===== src/rtl/demux_8_buf.sv =====
// demux_8_buf: eight-slot output demultiplexer with one registered word per slot.
//
// A producer offers a word (in) for a destination slot (addr). The word is accepted
// when the slot is empty, or when that slot's consumer takes its current word in the
// same cycle. Each consumer i reads out<i>/valid[i] and pulses ack[i] to take the word.
//
// Ports:
//   clk      - clock, all state updates on the rising edge
//   rst      - asynchronous active-high reset, clears all slots
//   in       - write data word
//   addr     - destination slot index 0..7
//   in_valid - producer offers in/addr this cycle
//   in_ready - word offered this cycle is accepted (combinational)
//   stall    - blocks all writes; acks are still serviced
//   out0..7  - slot data registers (0 when the slot is empty)
//   valid    - bit i set while slot i holds an unconsumed word
//   ack      - bit i: consumer of slot i takes its word this cycle
//   count    - registered number of occupied slots, 0..8
module demux_8_buf #(
    parameter int unsigned width = 32
) (
    input  logic             clk,
    input  logic             rst,
    input  logic [width-1:0] in,
    input  logic [2:0]       addr,
    input  logic             in_valid,
    output logic             in_ready,
    input  logic             stall,
    output logic [width-1:0] out0,
    output logic [width-1:0] out1,
    output logic [width-1:0] out2,
    output logic [width-1:0] out3,
    output logic [width-1:0] out4,
    output logic [width-1:0] out5,
    output logic [width-1:0] out6,
    output logic [width-1:0] out7,
    output logic [7:0]       valid,
    input  logic [7:0]       ack,
    output logic [3:0]       count
);

    logic [width-1:0] data_q [8];
    logic [width-1:0] data_d [8];
    logic [7:0]       valid_q;
    logic [7:0]       valid_d;
    logic [3:0]       count_q;
    logic [3:0]       count_d;
    logic             accept;

    // A full slot can take a new word only in the cycle its consumer acks it.
    assign in_ready = !stall && (!valid_q[addr] || ack[addr]);
    assign accept   = in_valid && in_ready;

    always_comb begin
        valid_d = valid_q;
        count_d = '0;
        for (int unsigned i = 0; i < 8; i++) begin
            data_d[i] = data_q[i];
        end

        // Drain acked slots first; an accept to the same slot then overrides the
        // clear so a same-cycle refill produces no bubble.
        for (int unsigned i = 0; i < 8; i++) begin
            if (ack[i] && valid_q[i]) begin
                valid_d[i] = 1'b0;
                data_d[i]  = '0;
            end
        end

        if (accept) begin
            valid_d[addr] = 1'b1;
            data_d[addr]  = in;
        end

        for (int unsigned i = 0; i < 8; i++) begin
            count_d = count_d + {3'b000, valid_d[i]};
        end
    end

    always_ff @(posedge clk or posedge rst) begin
        if (rst) begin
            valid_q <= '0;
            count_q <= '0;
            for (int unsigned i = 0; i < 8; i++) begin
                data_q[i] <= '0;
            end
        end else begin
            valid_q <= valid_d;
            count_q <= count_d;
            for (int unsigned i = 0; i < 8; i++) begin
                data_q[i] <= data_d[i];
            end
        end
    end

    assign valid = valid_q;
    assign count = count_q;
    assign out0  = data_q[0];
    assign out1  = data_q[1];
    assign out2  = data_q[2];
    assign out3  = data_q[3];
    assign out4  = data_q[4];
    assign out5  = data_q[5];
    assign out6  = data_q[6];
    assign out7  = data_q[7];

endmodule


===== config.mk =====
export PLATFORM = sky130hd
export DESIGN_NAME = demux_8_buf
export DESIGN_NICKNAME = d
export VERILOG_FILES = /design/src/rtl/demux_8_buf.sv
export SDC_FILE = /design/constraint.sdc
export NUM_CORES = 1
export LEC_CHECK = 0
export BUFFER_PORTS_ARGS = -buffer_cell sky130_fd_sc_hd__buf_4
export CORE_MARGIN = 2
export CORE_UTILIZATION = 35
export DETAILED_ROUTE_END_ITERATION = 10
export HOLD_SLACK_MARGIN = 0.06
export PLACE_DENSITY = 0.59
export RECOVER_POWER = 50
export SLEW_MARGIN = 30
export SYNTH_ARGS = -nofsm -noshare
export SYNTH_HDL_FRONTEND = slang
export SYNTH_SLANG_ARGS = --single-unit

===== constraint.sdc =====
create_clock -name clk -period 10.2 [get_ports clk]
set_clock_uncertainty 0.1 [all_clocks]
set_input_delay 0.51 -clock clk [delete_from_list [all_inputs] [get_ports clk]]
set_output_delay 0.51 -clock clk [all_outputs]
set_load 0.01 [all_outputs]

==> results.toml, run 1 <==
[outcome]
status = "complete, but fails checks"
violations = "max-capacitance violations, max-slew violations"

[routing]
wl_per_cell_um = 21.54
drc_errors = 0
drtIter0Drc = 346
finalWirelength_um = 35840
dr_total_vias = 8024
drtAntennaViolNets = 0
drt_pass1_iterations = 4
via_per_inst = 4.822

[setup_path]
worstPathMaxFanout = 77
critPathMaxStageDelay_ns = 3.22
criticalPathCategory = "input pin to async pin"
crit_end = "out6[5]"
cp-start-kind = "input pin"
path_depth = 4
critical_path.startpoint = "rst"
crit_required_ns = 9.70
r2r_end = "count[2]"
r2r-start = "valid[4]"
crit_buf_inv = 4
crit_slowest_cell = "clkbuf_1"
r2r_setup_slack_ns = 5.72
cp.arrival_ns = 5.56
endpoint_kind = "async pin"
critical-path-top-delay-family = "buffers and inverters"
r2r_cells = 10
worstPathCellList = "dlygate4sd3_1 > clkbuf_4 > clkinvlp_2 > clkbuf_1"

[final_layout]
design_area_sq_mm = 0.01385
fillers = 3248
drive_gt1_share_pct = 9.113
antenna_cells = 0
post-route-util_pct = 44.01
final_cell_mix = "clkbuf_1, dfrtp_1, nand2_1"
area_growth_pct = 24.18
layout_commonest_cell = "clkbuf_1"
fin_nets = 1294
seq_area_sq_mm = 0.006706
instances_no_fill = 1664
multiInputGateArea_sq_mm = 0.004000

[die]
core_area_sq_mm = 0.03147
die-area_sq_mm = 0.03331
fp-row-count = 65
die_x_um = 182.5
initial_core_util_pct = 35.44
io_pins = 316
die_h_um = 182.5

[placement]
place_ws_ns = 5.086
hpwl_um = 23630
place_area_sq_mm = 0.01386
placedCellCount = 1607
place_congestion = 0.7678
portBuffers = 315

[logic_synthesis]
ys.flop_type = "dfrtp_1"
syn_avg_cell_area_sq_um = 11.94
seq_area_frac_synth_pct = 60.12
synth_top_area_cell = "dfrtp_1"
synth.distinct_cells = 24
synthTopCellsByArea = "dfrtp_1, mux2i_1, nand2_1"
netlist_area_sq_mm = 0.01115
syn_inst = 934
synth_edf_count = 0
async_reset_ff_share_pct = 100.0
ys_seq_elements = 268
syn-num-nets = 988
yosysWarnings = 0
yosysTopAreaCellShare_pct = 60.12

[global_routing]
antenna_found_initial = 0
grt_max_degree = 120
grtUsageTotal_pct = 21.10
grt_pass1_wl_um = 53560
grt_pass1_vias = 8286
gr-total-overflow = 0

[sta]
whs_ns = 0.2199
final.setup.tns_ns = 0
tightest_slew_ns = 4.475
setup_ws_ns = 4.140
post-route-period-util_pct = 59.41
rsz0062_at_grt = "no"
drv_slew = 191
hold_violations = 0
finalSetupViolCount = 0
fmax_ghz = 0.1650
min_period_ns = 6.060
relSlewSlack_pct = -198.3

[clock_tree]
cts_setup_buffers = 0
cts_buffers = 30
clkLatencyLatePin_ns = 0.55
cts-root-buf = "clkbuf_16"
path_clk_slew_ns = 0.06
cts.htree.levels = 1
cts_max_path_buffers = 3
cts_tree = "done"
ctsResizeCount = 0
clock-sinks = 268

[pwr]
ir_worst_vdd_mv = 0.1360
power.leakage_nw = 8.105
power_density_mw_per_mm2 = 222.9
finalPower_mw = 3.088

[hold_path]
hp-class = "input pin to flip-flop"

[run]
maxCapViolCount = 4
==> cell families after synthesis <==
| logic type | Yosys count | synth area share (%) |
|---|---|---|
| AOI/OAI and AO/OA | 2 | 0.1234 |
| xor gates and xnor gates | 1 | 0.07853 |
| adders and majority gates | 7 | 1.054 |
| buffers and inverters | 98 | 4.218 |
| DFF | 268 | 60.12 |
| muxes | 258 | 23.38 |
| and+or+nand+nor | 300 | 11.03 |
==> how the worst min path moves through the flow <==
stage	from	to	slack, ns	cells past startpoint
floorplan	out1[10]	out1[10]	0.46	2
global placement	out0[2]	out0[2]	0.41	2
detailed placement	out6[27]	out6[27]	0.42	2
CTS	rst	out3[3]	0.08	2
global route	ack[3]	valid[3]	0.21	3
finish	ack[3]	valid[3]	0.22	3
==> state kept, by name, summed over array words and instances (netlist names) <==
name and count:
out7 32, out1 32, out5 32, out3 32, out0 32, valid 8, count 4, out4 32
out6 32, out2 32
==> cells in the mapped netlist (2+ instances only) <==
cell / instances
dfrtp_1: 268
mux4_2: 2
nand2b_1: 9
nor2b_1: 9
nand2_1: 268
nand4bb_1: 2
buf_6: 10
nand4b_1: 2
or4b_1: 2
fa_1: 4
and2_1: 3
clkbuf_1: 26
mux2i_1: 256
buf_2: 22
ha_1: 3
inv_1: 40
==> worst register-to-register path: stages, from the launching register on <==
cell,delay [ns]
dfrtp_1,0.37
nand2b_1,0.15
nand4b_1,0.13
clkbuf_1,1.97
and2_1,0.36
fa_1,0.40
inv_1,0.07
ha_1,0.17
inv_1,0.06
fa_1,0.43
xnor2_1,0.14
==> timing repair <==
| item | in CTS | in global routing |
|---|---|---|
| setup endpoints to repair | 0 | 0 |
| hold buffers | 0 | 1 |
| endpoints found under the hold margin | 0 | 42 |
==> metal layers <==
metal  vias to the layer above  part of all wire, %  track usage (%)
met4                         0                  2.1            4.194
met1                      4054                   45            29.28
li1                       3666                    -                -
met3                        42                  7.1            5.129
met5                         -                    0                0
met2                       262                   46            33.81
==> layout make-up <==
cell class | count | area share (%)
clock buffers | 43 | 6.133
clock inverters | 11 | 1.039
inverters | 40 | 1.093
multi-input cells | 568 | 28.88
flip-flops and latches | 268 | 48.41
well taps | 402 | 3.631
repair buffers | 332 | 10.81
==> power by group <==
| part | total (mW) | internal (mW) | switching, mW |
|---|---|---|---|
| Sequential | 1.39 | 1.27 | 0.117 |
| Clock | 1.09 | 0.652 | 0.436 |
| Combinational | 0.609 | 0.212 | 0.397 |
| Total | 3.09 | 2.14 | 0.950 |
No activity file was read; power rests on OpenSTA's default activity.
==> run 2, diff against run 1 <==
--- a/config.mk
+++ b/config.mk
@@ -10,7 +10,7 @@
 export CORE_UTILIZATION = 35
 export DETAILED_ROUTE_END_ITERATION = 10
 export HOLD_SLACK_MARGIN = 0.06
-export PLACE_DENSITY = 0.59
+export PLACE_DENSITY = 0.62
 export RECOVER_POWER = 50
 export SLEW_MARGIN = 30
 export SYNTH_ARGS = -nofsm -noshare
==> constraint.sdc (replaced) <==
create_clock -name clk -period 5.4 [get_ports clk]
set_clock_uncertainty 0.1 [all_clocks]
set_input_delay 0.27 -clock clk [delete_from_list [all_inputs] [get_ports clk]]
set_output_delay 0.27 -clock clk [all_outputs]
set_load 0.01 [all_outputs]
==> results.toml, run 2 (same netlist as run 1, synthesis figures left out) <==
[outcome]
status = "complete, but fails checks"
violations = "max-capacitance violations, max-slew violations"

[pwr]
clkPwrFrac_pct = 33.4
internal_power_mw = 3.921
power.leakage_nw = 8.129
p_seq_share_pct = 46.5
power_frac_comb_pct = 20.2
ir_worst_vdd_mv = 0.2599
finalPower_mw = 5.663
switching_share_pct = 30.76
switchingPower_mw = 1.742
power_density_mw_per_mm2 = 406.6

[placement]
place_ws_ns = 1.374
placedCellCount = 1610
portBuffers = 315
hpwl_um = 23320
place_congestion = 0.7657

[setup_path]
r2r_setup_slack_ns = 1.47
r2r_end = "count[2]"
crit_required_ns = 5.72
cp-start-kind = "flip-flop"
worstPathMaxFanout = 4
r2r_cells = 11
r2r-start = "valid[1]"
endpoint_kind = "flip-flop"
cp.arrival_ns = 4.25
criticalPathCategory = "flip-flop to flip-flop"

[clock_tree]
cts_buffers = 30
clock-sinks = 268
path_clk_slew_ns = 0.06
cts-root-buf = "clkbuf_16"
cts_tree = "done"
clkLatencyLatePin_ns = 0.54
cts.htree.levels = 1
cts_setup_buffers = 0
cts_max_path_buffers = 3

[sta]
setup_ws_ns = 1.474
drv_slew = 176
tightest_slew_ns = 3.127
rsz0062_at_grt = "no"
min_period_ns = 3.926
hold_violations = 0
fmax_ghz = 0.2547
relSlewSlack_pct = -108.5
post-route-period-util_pct = 72.70
finalSetupViolCount = 0
final.setup.tns_ns = 0

[final_layout]
final_cell_mix = "clkbuf_1, dfrtp_1, nand2_1"
fin_nets = 1312
layout_commonest_cell = "clkbuf_1"
drive_gt1_share_pct = 8.720
post-route-util_pct = 44.25
antenna_cells = 0
instances_no_fill = 1675
area_growth_pct = 24.87

[routing]
drc_errors = 0
drtIter0Drc = 427
drtAntennaViolNets = 0
drt_pass1_iterations = 7
via_per_inst = 4.817
wl_per_cell_um = 20.85
dr_total_vias = 8068
finalWirelength_um = 34920

[die]
die_h_um = 182.5
io_pins = 316
die-area_sq_mm = 0.03331
die_x_um = 182.5
initial_core_util_pct = 35.44
fp-row-count = 65
core_area_sq_mm = 0.03147

[global_routing]
grt_pass1_vias = 8241
grt_pass1_wl_um = 52700
grt_max_degree = 126
grtUsageTotal_pct = 20.72
gr-total-overflow = 0
antenna_found_initial = 0

[run]
maxCapViolCount = 2

[hold_path]
hp-start = "in[2]"
hp-class = "input pin to flip-flop"
holdPathEnd = "out7[2]"
min_path_cells = 3
run 2: cell types whose count changed in the layout (fill, tap and decap cells not counted), sizes merged:
cell         delta
bufinv          -2
dlygate4sd3    +17
clkinv          -3
clkbuf          -2
buf             +2
clkinvlp        -1
run 2: worst max-delay path by stage:
stage | startpoint | cells after the start | endpoint | slack, ns
global route | rst | 4 | out5[14] | 0.76
floorplan | rst | 1 | count[0] | 1.49
detailed placement | stall | 12 | count[2] | 1.37
CTS | valid[1] | 11 | count[2] | 1.46
finish | valid[1] | 11 | count[2] | 1.47
global placement | stall | 12 | count[2] | 1.44
run 2: layout make-up:
cell class	count	area, sq um
tap	402	503.0
timing repair buffer	350	1664
sequential	268	6706
fill	3191	17550
inverter	40	151.4
clock inverter	5	50.05
multi-input combinational	568	4016
clock buffer	42	837.1
run 2: what timing repair did:
item / CTS / global route
hold endpoints to repair: 94 / 0
hold buffers: 18 / 0
gates resized for setup: 0 / 0
run 2: through the flow:
step / instance area [sq um] / hold WS (ns)
after floorplan: 11160 / 0.3832
after global placement: 13880 / 0.1849
after detailed placement: 13890 / 0.1872
after CTS: 14960 / 0.06224
after global routing: 13930 / 0.06845
final: 13930 / 0.06519
run 2: per-layer routing:
metal	vias up	part of all wire [%]	track usage, %
met5	-	0	0
li1	3678	-	-
met4	0	1.6	4.323
met3	45	8.0	5.268
met1	4066	43	28.14
met2	279	47	33.64
run 2: power groups by stage:
stage	clock network (mW)	logic (mW)	registers, mW
detailed placement	0	1.47	2.67
floorplan	0	0.431	2.83
CTS	1.95	1.48	2.64
global placement	0	1.45	2.66
global route	2.04	1.27	2.68
finish	1.89	1.14	2.63
run 2: worst max-delay path: stages (launching register included):
cell     delay, ns
dfrtp_1       0.39
nor2b_1       0.17
or4_2         0.63
nor2b_1       0.18
fa_1          0.57
fa_1          0.44
fa_1          0.45
inv_1         0.07
ha_1          0.17
inv_1         0.06
fa_1          0.44
xnor2_1       0.14
==> run 3, diff against run 2 <==
--- a/config.mk
+++ b/config.mk
@@ -10,7 +10,7 @@
 export CORE_UTILIZATION = 35
 export DETAILED_ROUTE_END_ITERATION = 10
 export HOLD_SLACK_MARGIN = 0.06
-export PLACE_DENSITY = 0.62
+export PLACE_DENSITY = 0.59
 export RECOVER_POWER = 50
 export SLEW_MARGIN = 30
 export SYNTH_ARGS = -nofsm -noshare
==> constraint.sdc (replaced) <==
create_clock -name clk -period 3.7 [get_ports clk]
set_clock_uncertainty 0.1 [all_clocks]
set_input_delay 0.185 -clock clk [delete_from_list [all_inputs] [get_ports clk]]
set_output_delay 0.185 -clock clk [all_outputs]
set_load 0.01 [all_outputs]
==> results.toml, run 3 (same netlist as run 1, synthesis figures left out) <==
[clock_tree]
cts_tree = "done"
cts_buffers = 29
cts_max_path_buffers = 3
cts.htree.levels = 1
clkLatencyLatePin_ns = 0.53
clock-sinks = 268
cts-root-buf = "clkbuf_16"
path_clk_slew_ns = 0.06

[run]
maxCapViolCount = 2

[routing]
drtIter0Drc = 343
wl_per_cell_um = 21.21
drc_errors = 0
drt_pass1_iterations = 4
finalWirelength_um = 36290
drtAntennaViolNets = 0
via_per_inst = 4.788
dr_total_vias = 8193

[sta]
whs_ns = 0.1409
finalSetupViolCount = 0
rsz0062_at_grt = "yes"
hold_violations = 0
relSlewSlack_pct = -18.62
post-route-period-util_pct = 98.43
tightest_slew_ns = 1.779
min_period_ns = 3.642
fmax_ghz = 0.2746
drv_slew = 236

[global_routing]
grtUsageTotal_pct = 21.62
grt_pass1_vias = 8644
gr-total-overflow = 0
antenna_found_initial = 0
grt_pass1_wl_um = 55070
grt_max_degree = 124

[placement]
portBuffers = 315
placedCellCount = 1618
hpwl_um = 23490
place_congestion = 0.7545

[setup_path]
cp.arrival_ns = 3.97
worstPathCellList = "nor2b_4 > or4_4 > nor2b_4 > fa_1 > fa_1 > fa_1 > inv_1 > ha_2 > inv_2 > fa_2 > inv_1"
cpMostUsedCell = "fa_1"
crit_required_ns = 4.03
crit_slowest_cell = "fa_2"
worstPathMaxFanout = 4
critPathMaxStageDelay_ns = 0.55
cp-start-kind = "flip-flop"
critical_path.startpoint = "valid[1]"
criticalPathCategory = "flip-flop to flip-flop"
r2r-start = "valid[1]"
endpoint_kind = "flip-flop"

[final_layout]
instances_no_fill = 1711
area_growth_pct = 31.41
fillers = 3057
final_cell_mix = "dfrtp_1, nand2_1, mux2i_1"
antenna_cells = 0
layout_commonest_cell = "dfrtp_1"
drive_gt1_share_pct = 16.88
fin_nets = 1344

[die]
initial_core_util_pct = 35.44
io_pins = 316
core_area_sq_mm = 0.03147
die_x_um = 182.5
die_h_um = 182.5
die-area_sq_mm = 0.03331
fp-row-count = 65

[outcome]
violations = "max-capacitance violations, max-slew violations"
status = "complete, but fails checks"

[hold_path]
hp-class = "input pin to async pin"

[pwr]
power.leakage_nw = 8.681
power_density_mw_per_mm2 = 583.1
ir_worst_vdd_mv = 0.3002
==> run 3: worst max-delay path: cells and delay by family (launching register included) <==
family,cells,cell delay (ns)
adders and majority gates,5,2.11
and+or+nand+nor,3,0.78
DFF,1,0.37
buffers and inverters,3,0.15
==> run 3: layout make-up <==
cell class / count / area, sq um / area share (%)
Sequential cell: 268 / 6706 / 45.75
Multi-Input combinational cell: 568 / 4070 / 27.77
Timing Repair Buffer: 383 / 2293 / 15.65
Clock buffer: 43 / 848.3 / 5.787
Tap cell: 402 / 503.0 / 3.431
Inverter: 40 / 151.4 / 1.033
Clock inverter: 7 / 85.08 / 0.5805
==> run 3: path summary, 6_finish.rpt <==
check / slack [ns] / endpoint / cells past startpoint
max: 0.06 / count[1] / 11
min: 0.14 / out3[2] / 3
max reg2reg: 0.06 / count[1] / 11
min reg2reg: 0.42 / out2[19] / 2
max in group asynchronous: 1.19 / out0[17] / 4
min in group clk: 0.27 / count[0] / 5
==> run 3: routing by layer <==
layer / global-route usage [%] / up-vias / share of wire [%]
met3: 6.146 / 41 / 7.4
met1: 29.04 / 4124 / 45
met4: 3.871 / 0 / 1.5
met5: 0 / - / 0
met2: 35.29 / 258 / 47
li1: - / 3770 / -
==> run 3: report_power, final <==
| group | total (mW) | switching, mW | internal, mW | leakage [nW] |
|---|---|---|---|---|
| clock | 2.85 | 1.15 | 1.71 | 0.464 |
| combinational | 1.85 | 1.09 | 0.759 | 4.74 |
| sequential | 3.84 | 0.327 | 3.51 | 3.48 |
==> run 3: what timing repair did <==
| action | in CTS | in global routing |
|---|---|---|
| endpoints found under the hold margin | 474 | 0 |
| endpoints found under the setup margin | 2 | 2 |
| hold buffers | 42 | 0 |
| gates resized for setup | 4 | 4 |
| setup buffers | 0 | 1 |
| pin swaps | 1 | 0 |
==> run 3: through the flow <==
stage	utilization, %	setup slack (ns)	TNS (ns)	total power, mW	cell area [sq um]
after floorplan	-	-0.1245	-33.42	4.762	11180
after detailed placement	44.43	-0.1412	-0.2155	6.053	13980
after global placement	44.41	-0.1153	-0.1542	6.007	13980
after global routing	46.57	-0.01571	-0.01571	9.030	14660
final	46.57	0.05802	0	8.548	14660
after CTS	48.77	0.02557	0	8.984	15350
